## src/rtl/skid_reg.sv

```systemverilog
// Two-entry valid/ready skid buffer: registers data/valid and ready so that
// neither path is combinational, while sustaining one word per cycle.
module skid_reg #(
    parameter int DATA_WIDTH = 16
) (
    input  logic                  clk,
    input  logic                  rst,
    input  logic                  s_valid,
    output logic                  s_ready,
    input  logic [DATA_WIDTH-1:0] s_data,
    output logic                  m_valid,
    input  logic                  m_ready,
    output logic [DATA_WIDTH-1:0] m_data,
    output logic [1:0]            count
);

    typedef enum logic [1:0] {
        EMPTY = 2'd0,
        BUSY  = 2'd1,
        FULL  = 2'd2
    } state_t;

    state_t                state;
    logic [DATA_WIDTH-1:0] main_q;
    logic [DATA_WIDTH-1:0] skid_q;
    logic                  s_fire;
    logic                  m_fire;

    // Handshake outputs come straight from the state flops, so there is no
    // input-to-output combinational path.
    assign m_valid = (state != EMPTY);
    assign s_ready = (state != FULL);
    assign count   = state;
    assign m_data  = main_q;

    assign s_fire = s_valid & s_ready;
    assign m_fire = m_valid & m_ready;

    always_ff @(posedge clk) begin
        if (rst) begin
            state  <= EMPTY;
            main_q <= '0;
            skid_q <= '0;
        end else begin
            case (state)
                EMPTY: begin
                    if (s_fire) begin
                        main_q <= s_data;
                        state  <= BUSY;
                    end
                end
                BUSY: begin
                    if (s_fire && m_fire) begin
                        main_q <= s_data;
                    end else if (s_fire) begin
                        // Word in flight while downstream stalls lands in skid.
                        skid_q <= s_data;
                        state  <= FULL;
                    end else if (m_fire) begin
                        state  <= EMPTY;
                    end
                end
                FULL: begin
                    if (m_fire) begin
                        main_q <= skid_q;
                        state  <= BUSY;
                    end
                end
                default: state <= EMPTY;
            endcase
        end
    end

endmodule

```

## config.mk

```make
export PLATFORM = sky130hd
export DESIGN_NAME = skid_reg
export DESIGN_NICKNAME = d
export VERILOG_FILES = /design/src/rtl/skid_reg.sv
export SDC_FILE = /design/constraint.sdc
export NUM_CORES = 1
export LEC_CHECK = 0
export ABC_AREA = 1
export CORE_ASPECT_RATIO = 0.8
export CORE_MARGIN = 3
export CORE_UTILIZATION = 30
export DETAILED_ROUTE_END_ITERATION = 12
export SLEW_MARGIN = 20
export SYNTH_ARGS = -nofsm -noshare
export SYNTH_HDL_FRONTEND = slang
export SYNTH_SLANG_ARGS = --single-unit
export TNS_END_PERCENT = 10
```

## constraint.sdc

```tcl
create_clock -name clk -period 2.7 [get_ports clk]
set_input_delay 0.54 -clock clk [delete_from_list [all_inputs] [get_ports clk]]
set_output_delay 0.54 -clock clk [all_outputs]
set_load 0.01 [all_outputs]
```

Yosys cells after proc, flatten, opt, wreduce, memory -nomap -nowiden:

Cells that the tools add are included.

* bitwise operators: 3
* reductions and logical operators: 7
* mux-type cells: 10
* equal/unequal tests: 8

Operators with widths (number)
* $mux 16: 3
* $pmux 16 s3: 1
* $mux 2: 5
* $ne 2x2->1 const B: 5
* $reduce_and 4->1: 2
* $pmux 2 s3: 1
* $ne 3x3->1 const B: 1
* $reduce_and 3->1: 1
* $reduce_bool 3->1: 1
* $and 1x1->1: 2
* $eq 2x1->1 const B: 1
* $eq 2x2->1 const B: 1
* $logic_not 2->1: 1
* $reduce_bool 2->1: 1
* $logic_and 1x1->1: 1
* $not 1->1: 1

* input port bits: 20
* output and inout port bits: 20
* register bits after elaboration: 34
* logic and storage cells: 31

Logic depth before layout (Yosys ltp):

Gate-level depths: netlist (run 1).

* word-level depth: 6
* depth in mapped cells: 8

Worst setup path after synthesis (run 1):

Ideal clock, no wire load.

* kind: register to output
* from: register state[0] (netlist: count[0])
* to: output s_ready
* buffers on the path: 1
* required time: 2.160 ns
* slack: 1.370 ns
* data arrival time: 0.790 ns
* stages on the path, launching flop included: 4
* path through: dfxtp_1 > inv_2 > nand2_4 > buf_2

* cells in the longest elaborated chain, start to end: 1

Ends and longest elaborated chain
* start, declared: line 23 `state_t state;`
* start signal, assigned: line 41 `state <= EMPTY;`
* start signal, assigned: line 49 `state <= BUSY;`
* start signal, assigned: line 58 `state <= FULL;`
* $ne 2x2->1: line 32 `assign s_ready = (state != FULL);`
* end, declared: line 9 `output logic s_ready,`

No other way between the ends.

Worst setup path in the final report (run 1):

Same ends and word-level chain as after synthesis.

==> results of run 1 <==
[worst max-delay path, cell delays in order, from the launching register on]
cell and delay, ps:
dfxtp_1 410, inv_2 80, nand2_4 200, clkdlybuf4s50_1 590
[final timing paths]
check | startpoint | end | slack [ps]
hold / removal | skid_q[11]$_SDFFE_PP0P_ | skid_q[11]$_SDFFE_PP0P_ | 480
hold reg to reg | skid_q[11]$_SDFFE_PP0P_ | skid_q[11]$_SDFFE_PP0P_ | 480
setup reg to reg | count[0]$_SDFFE_PP0P_ | m_data[8]$_SDFFE_PP0P_ | 1190
setup / recovery | count[0]$_SDFFE_PP0P_ | s_ready | 610
[synth_stat cells, drive strengths merged]
master  count
clkbuf      3
nand3       2
dfxtp      34
inv        26
a21oi       2
o21ai      17
buf         7
nor2       66
nand2      89
[final cells by class]
| type | count | share of cell area |
|---|---|---|
| multi-input cells | 176 | 0.347 |
| clock buffers | 7 | 0.0375 |
| inverters | 26 | 0.0480 |
| flip-flops and latches | 34 | 0.335 |
| repair buffers | 40 | 0.196 |
| well taps | 60 | 0.0369 |
[through the flow]
step / std cells / hold WS, ps
final: 343 / 483
after global routing: 343 / 502
after CTS: 343 / 488
after detailed placement: 336 / 472
after global placement: 336 / 464
after floorplan: 246 / 454
[per-layer routing]
layer / GRT usage / vias up / share of wire
li1: - / 799 / -
met1: 0.173 / 613 / 0.53
met2: 0.162 / 35 / 0.41
met3: 0.0431 / 0 / 0.062
met4: 0.0311 / 0 / 0
met5: 0 / - / 0
[power groups by stage]
stage | Sequential [mW] | Clock [mW] | Combinational [mW]
3_3_place_gp | 0.569 | 0 | 0.224
2_1_floorplan | 0.579 | 0 | 0.119
6_report | 0.558 | 0.347 | 0.223
3_5_place_dp | 0.570 | 0 | 0.225
4_1_cts | 0.559 | 0.362 | 0.226
5_1_grt | 0.564 | 0.384 | 0.251
[cell families after synthesis]
| logic type | synth area share |
|---|---|
| and+or+nand+nor | 0.391 |
| AOI/OAI and AO/OA | 0.0607 |
| DFF | 0.435 |
| buffers and inverters | 0.114 |
[flip-flops by register name (all words and copies together), names as in the netlist]
signal / count
count: 2
skid_q: 16
m_data: 16
==> reports/qor.csv, run 1 <==
metric,value,unit
status,"finished, final reports clean",
cp.required,2160,ps
vias,1447,
io-pin-count,40,
cts_buffer_depth,2,
cts_made_buffers,5,
post_cts_resized,0,
synth_warnings,0,
irDropWorstVdd,0.000253,V
drv_slew,0,
grt_max_degree,33,
static-leakage-power,0.968,nW
dr.pass1.iters,4,
synth.distinct_cells,17,
ys_ff_latch,34,
hold_viol_final,0,
tightest_slew,540,ps
overflow,0,
track_usage,0.118,
cts_tree,done,
post-route-period-util,0.774,
finalPower,1.13,mW
pwr-share-seq,0.495,
wl_per_cell,10.4,um
core,4820,um2
grt_pass1_vias,1214,
maxCapViolations,0,
worst-setup-path-type,reg2out,
power.internal,0.827,mW
cts.sinks,34,
synth_top_area_share,0.435,
layout_common_cells,"nand2_1, nor2_1, clkdlybuf4s50_1",
final_util,0.422,
clockRootBuffer,clkbuf_8,
antenna_left,0,
rsz0062_at_grt,false,
placed_area,1960,um2
p_comb_frac,0.198,
syn_to_final_growth,29.9,%
cts_max_level,2,
nets,303,
hpwl,2.39,mm
cp.arrival,1550,ps
whs_path_depth,2,
regArea,681,um2
layout_commonest_cell,nand2_1,
place_ws,692,ps
postCtsSetupBuffers,0,
timing.setup.tns,0,ps
hold_path_class,reg2reg,
clkLatencyLatePin,280,ps
ys_top_cells_by_area,"dfxtp_1, nand2_1, nor2_1, inv_1, o21ai_0",
start_util,0.325,
rows,22,
finalSetupViolations,0,
synthesis.area,1570,um2
post-route-min-period,2090,ps
die_y,70.6,um
n_fill_cell,525,
antenna_cells,0,
pwr-share-clk,0.308,
p_sw_frac,0.267,
relSlewSlack,0.638,
antenna_found_initial,0,
drc,0,
setup_ws,609,ps
gp_congestion,0.723,
cp-start-kind,flip-flop,
multiInputGateArea,707,um2
die_area,6130,um2
endpoint_kind,output port,
final_cell_area,2030,um2
r2r_cells,7,
die_w,86.8,um
clock.fmax,0.478,GHz
io_buffers,39,
crit_fanout,19,
wl,3.58,mm
cts.hold.buffers_added,0,
yosysSeqAreaShare,0.435,
cellPowerDensity,555,nW/um2
synth_fp_nets,266,
via_per_inst,4.22,
power_switching,0.302,mW
synth_top_area_cell,dfxtp_1,
postSynthAreaPerCell,6.37,um2
drt_iter0_drc,93,
skew,2.35,ps
postSynthCellCount,246,
grt_pass1_wl,5.69,mm
drive_gt1_frac,0.0530,
clk_pin_slew,60,ps
Note: power is estimated with default switching activity, not from simulation.
==> inputs of run 2 (changes only) <==
==> constraint.sdc (replaced) <==
create_clock -name clk -period 1.75 [get_ports clk]
set_input_delay 0.35 -clock clk [delete_from_list [all_inputs] [get_ports clk]]
set_output_delay 0.35 -clock clk [all_outputs]
set_load 0.01 [all_outputs]
==> run 2 against run 1 <==
Compared with the run above: clock skew grew 1.4 ps; combinational power grew 61%; cell count grew 1.2%; critical endpoint is now m_valid; highest routed layer is now met4.
==> reports/qor.csv, run 2 (same netlist as run 1, synthesis figures left out) <==
metric,value,unit,change
status,"finished, final reports clean",,
core,4820,um2,unchanged
clockRootBuffer,clkbuf_8,,
regArea,686,um2,+0.74%
place_ws,170,ps,-522 ps
gp_congestion,0.765,,+5.8%
antenna_left,0,,unchanged
antenna_cells,0,,unchanged
p_comb_frac,0.199,,about the same
finalSetupViolations,0,,unchanged
layout.cells.non_filler,347,,+1.2%
hold_path_class,reg2reg,,
wl,3.54,mm,-0.90%
holdWs,483,ps,-0.894 ps
grt_max_degree,33,,unchanged
cts_made_buffers,5,,unchanged
rows,22,,unchanged
cellPowerDensity,863,nW/um2,+56%
drc,0,,unchanged
post-route-min-period,1670,ps,
syn_to_final_growth,34.1,%,
crit_fanout,6,,-13
cts.sinks,34,,unchanged
grt_pass1_wl,6.04,mm,+6.1%
static-leakage-power,1.00,nW,+3.4%
clk_pin_slew,70,ps,about the same
overflow,0,,unchanged
hpwl,2.39,mm,unchanged
drt_iter0_drc,63,,-32%
drive_gt1_frac,0.0767,,+0.0237
wl_per_cell,10.2,um,-2.0%
n_fill_cell,514,,-2.1%
cts_max_level,2,,unchanged
drv_slew,0,,unchanged
final_cell_area,2100,um2,+3.3%
irDropWorstVdd,0.000367,V,+45%
timing.setup.tns,0,ps,unchanged
relSlewSlack,0.789,,+0.150
nets,306,,+0.99%
power_switching,0.482,mW,+60%
finalPower,1.81,mW,+61%
pwr-share-clk,0.328,,+0.020
layout_commonest_cell,nand2_1,,
postCtsSetupBuffers,0,,unchanged
tightest_slew,316,ps,-224 ps
cp.arrival,1320,ps,-230 ps
clkLatencyLatePin,280,ps,about the same
setup_ws,78.6,ps,-531 ps
clock.fmax,0.598,GHz,
hold_viol_final,0,,unchanged
die_area,6130,um2,unchanged
layout_common_cells,"nand2_1, nor2_1, clkdlybuf4s50_1",,
die_w,86.8,um,unchanged
endpoint_kind,output port,,
die_y,70.6,um,unchanged
placedCellCount,339,,+0.89%
track_usage,0.126,,+0.00769
vias,1467,,+1.4%
cts.hold.buffers_added,0,,unchanged
skew,3.74,ps,+1.40 ps
worst-setup-path-type,reg2out,,
post-route-period-util,0.955,,
via_per_inst,4.23,,+0.21%
cts_buffer_depth,2,,unchanged
io-pin-count,40,,unchanged
cp.required,1400,ps,-760 ps
antenna_found_initial,0,,unchanged
p_sw_frac,0.266,,-0.00137
final_util,0.436,,+0.0138
rsz0062_at_grt,false,,
post_cts_resized,3,,+3
grt_pass1_vias,1287,,+6.0%
power.internal,1.33,mW,+61%
start_util,0.325,,unchanged
pwr-share-seq,0.474,,-0.021
cts_tree,done,,
placed_area,2010,um2,+2.4%
cp-start-kind,flip-flop,,
maxCapViolations,0,,unchanged
multiInputGateArea,707,um2,unchanged
io_buffers,39,,unchanged
dr.pass1.iters,5,,+1
run 2: changes by cell type in the layout (fill, tap and decap cells not counted), sizes merged:
cell,previous run,this run
buf,1,4
clkdlybuf4s50,39,38
clkinv,0,1
dlygate4sd2,0,1
run 2: area by class of cell:
cell class | count | share of cell area
Clock buffer | 7 | 0.0411
Clock inverter | 1 | 0.00238
Timing Repair Buffer | 43 | 0.211
Sequential cell | 34 | 0.326
Tap cell | 60 | 0.0357
Multi-Input combinational cell | 176 | 0.337
Inverter | 26 | 0.0465
run 2: worst paths after layout:
check | startpoint | cells past startpoint | slack [ps] | to
worst max-delay path | count[1]$_SDFFE_PP0P_ | 3 | 80 | m_valid
worst min-delay path | skid_q[14]$_SDFFE_PP0P_ | 2 | 480 | skid_q[14]$_SDFFE_PP0P_
worst max register to register | count[0]$_SDFFE_PP0P_ | 7 | 590 | m_data[12]$_SDFFE_PP0P_
worst min register to register | skid_q[14]$_SDFFE_PP0P_ | 2 | 480 | skid_q[14]$_SDFFE_PP0P_
run 2: worst max-delay path, stage by stage (launching register included):
cell	delay (ps)
dfxtp_4	370
nor2_1	150
inv_1	50
clkdlybuf4s50_1	470
run 2: power by group through the flow:
stage / combinational, mW / clock, mW / sequential, mW
floorplan: 0.184 / 0 / 0.893
global placement: 0.363 / 0 / 0.877
detailed placement: 0.363 / 0 / 0.878
CTS: 0.365 / 0.619 / 0.861
global route: 0.408 / 0.650 / 0.867
finish: 0.360 / 0.594 / 0.858
run 2: metal layers:
layer | global-route usage | vias up | wire length, um
met5 | 0 | - | 0
met4 | 0.0571 | 0 | 46
met3 | 0.0373 | 4 | 182
met2 | 0.179 | 39 | 1470
met1 | 0.174 | 619 | 1840
li1 | - | 805 | -
==> inputs of run 3 (changes only) <==
--- a/config.mk
+++ b/config.mk
@@ -9,6 +9,7 @@
 export CORE_ASPECT_RATIO = 0.8
 export CORE_MARGIN = 3
 export CORE_UTILIZATION = 30
+export CTS_CLUSTER_DIAMETER = 60
 export DETAILED_ROUTE_END_ITERATION = 12
 export SLEW_MARGIN = 20
 export SYNTH_ARGS = -nofsm -noshare
==> results of run 3 <==
Same layout as run 2: the final DEF is identical, and so are final timing and power.
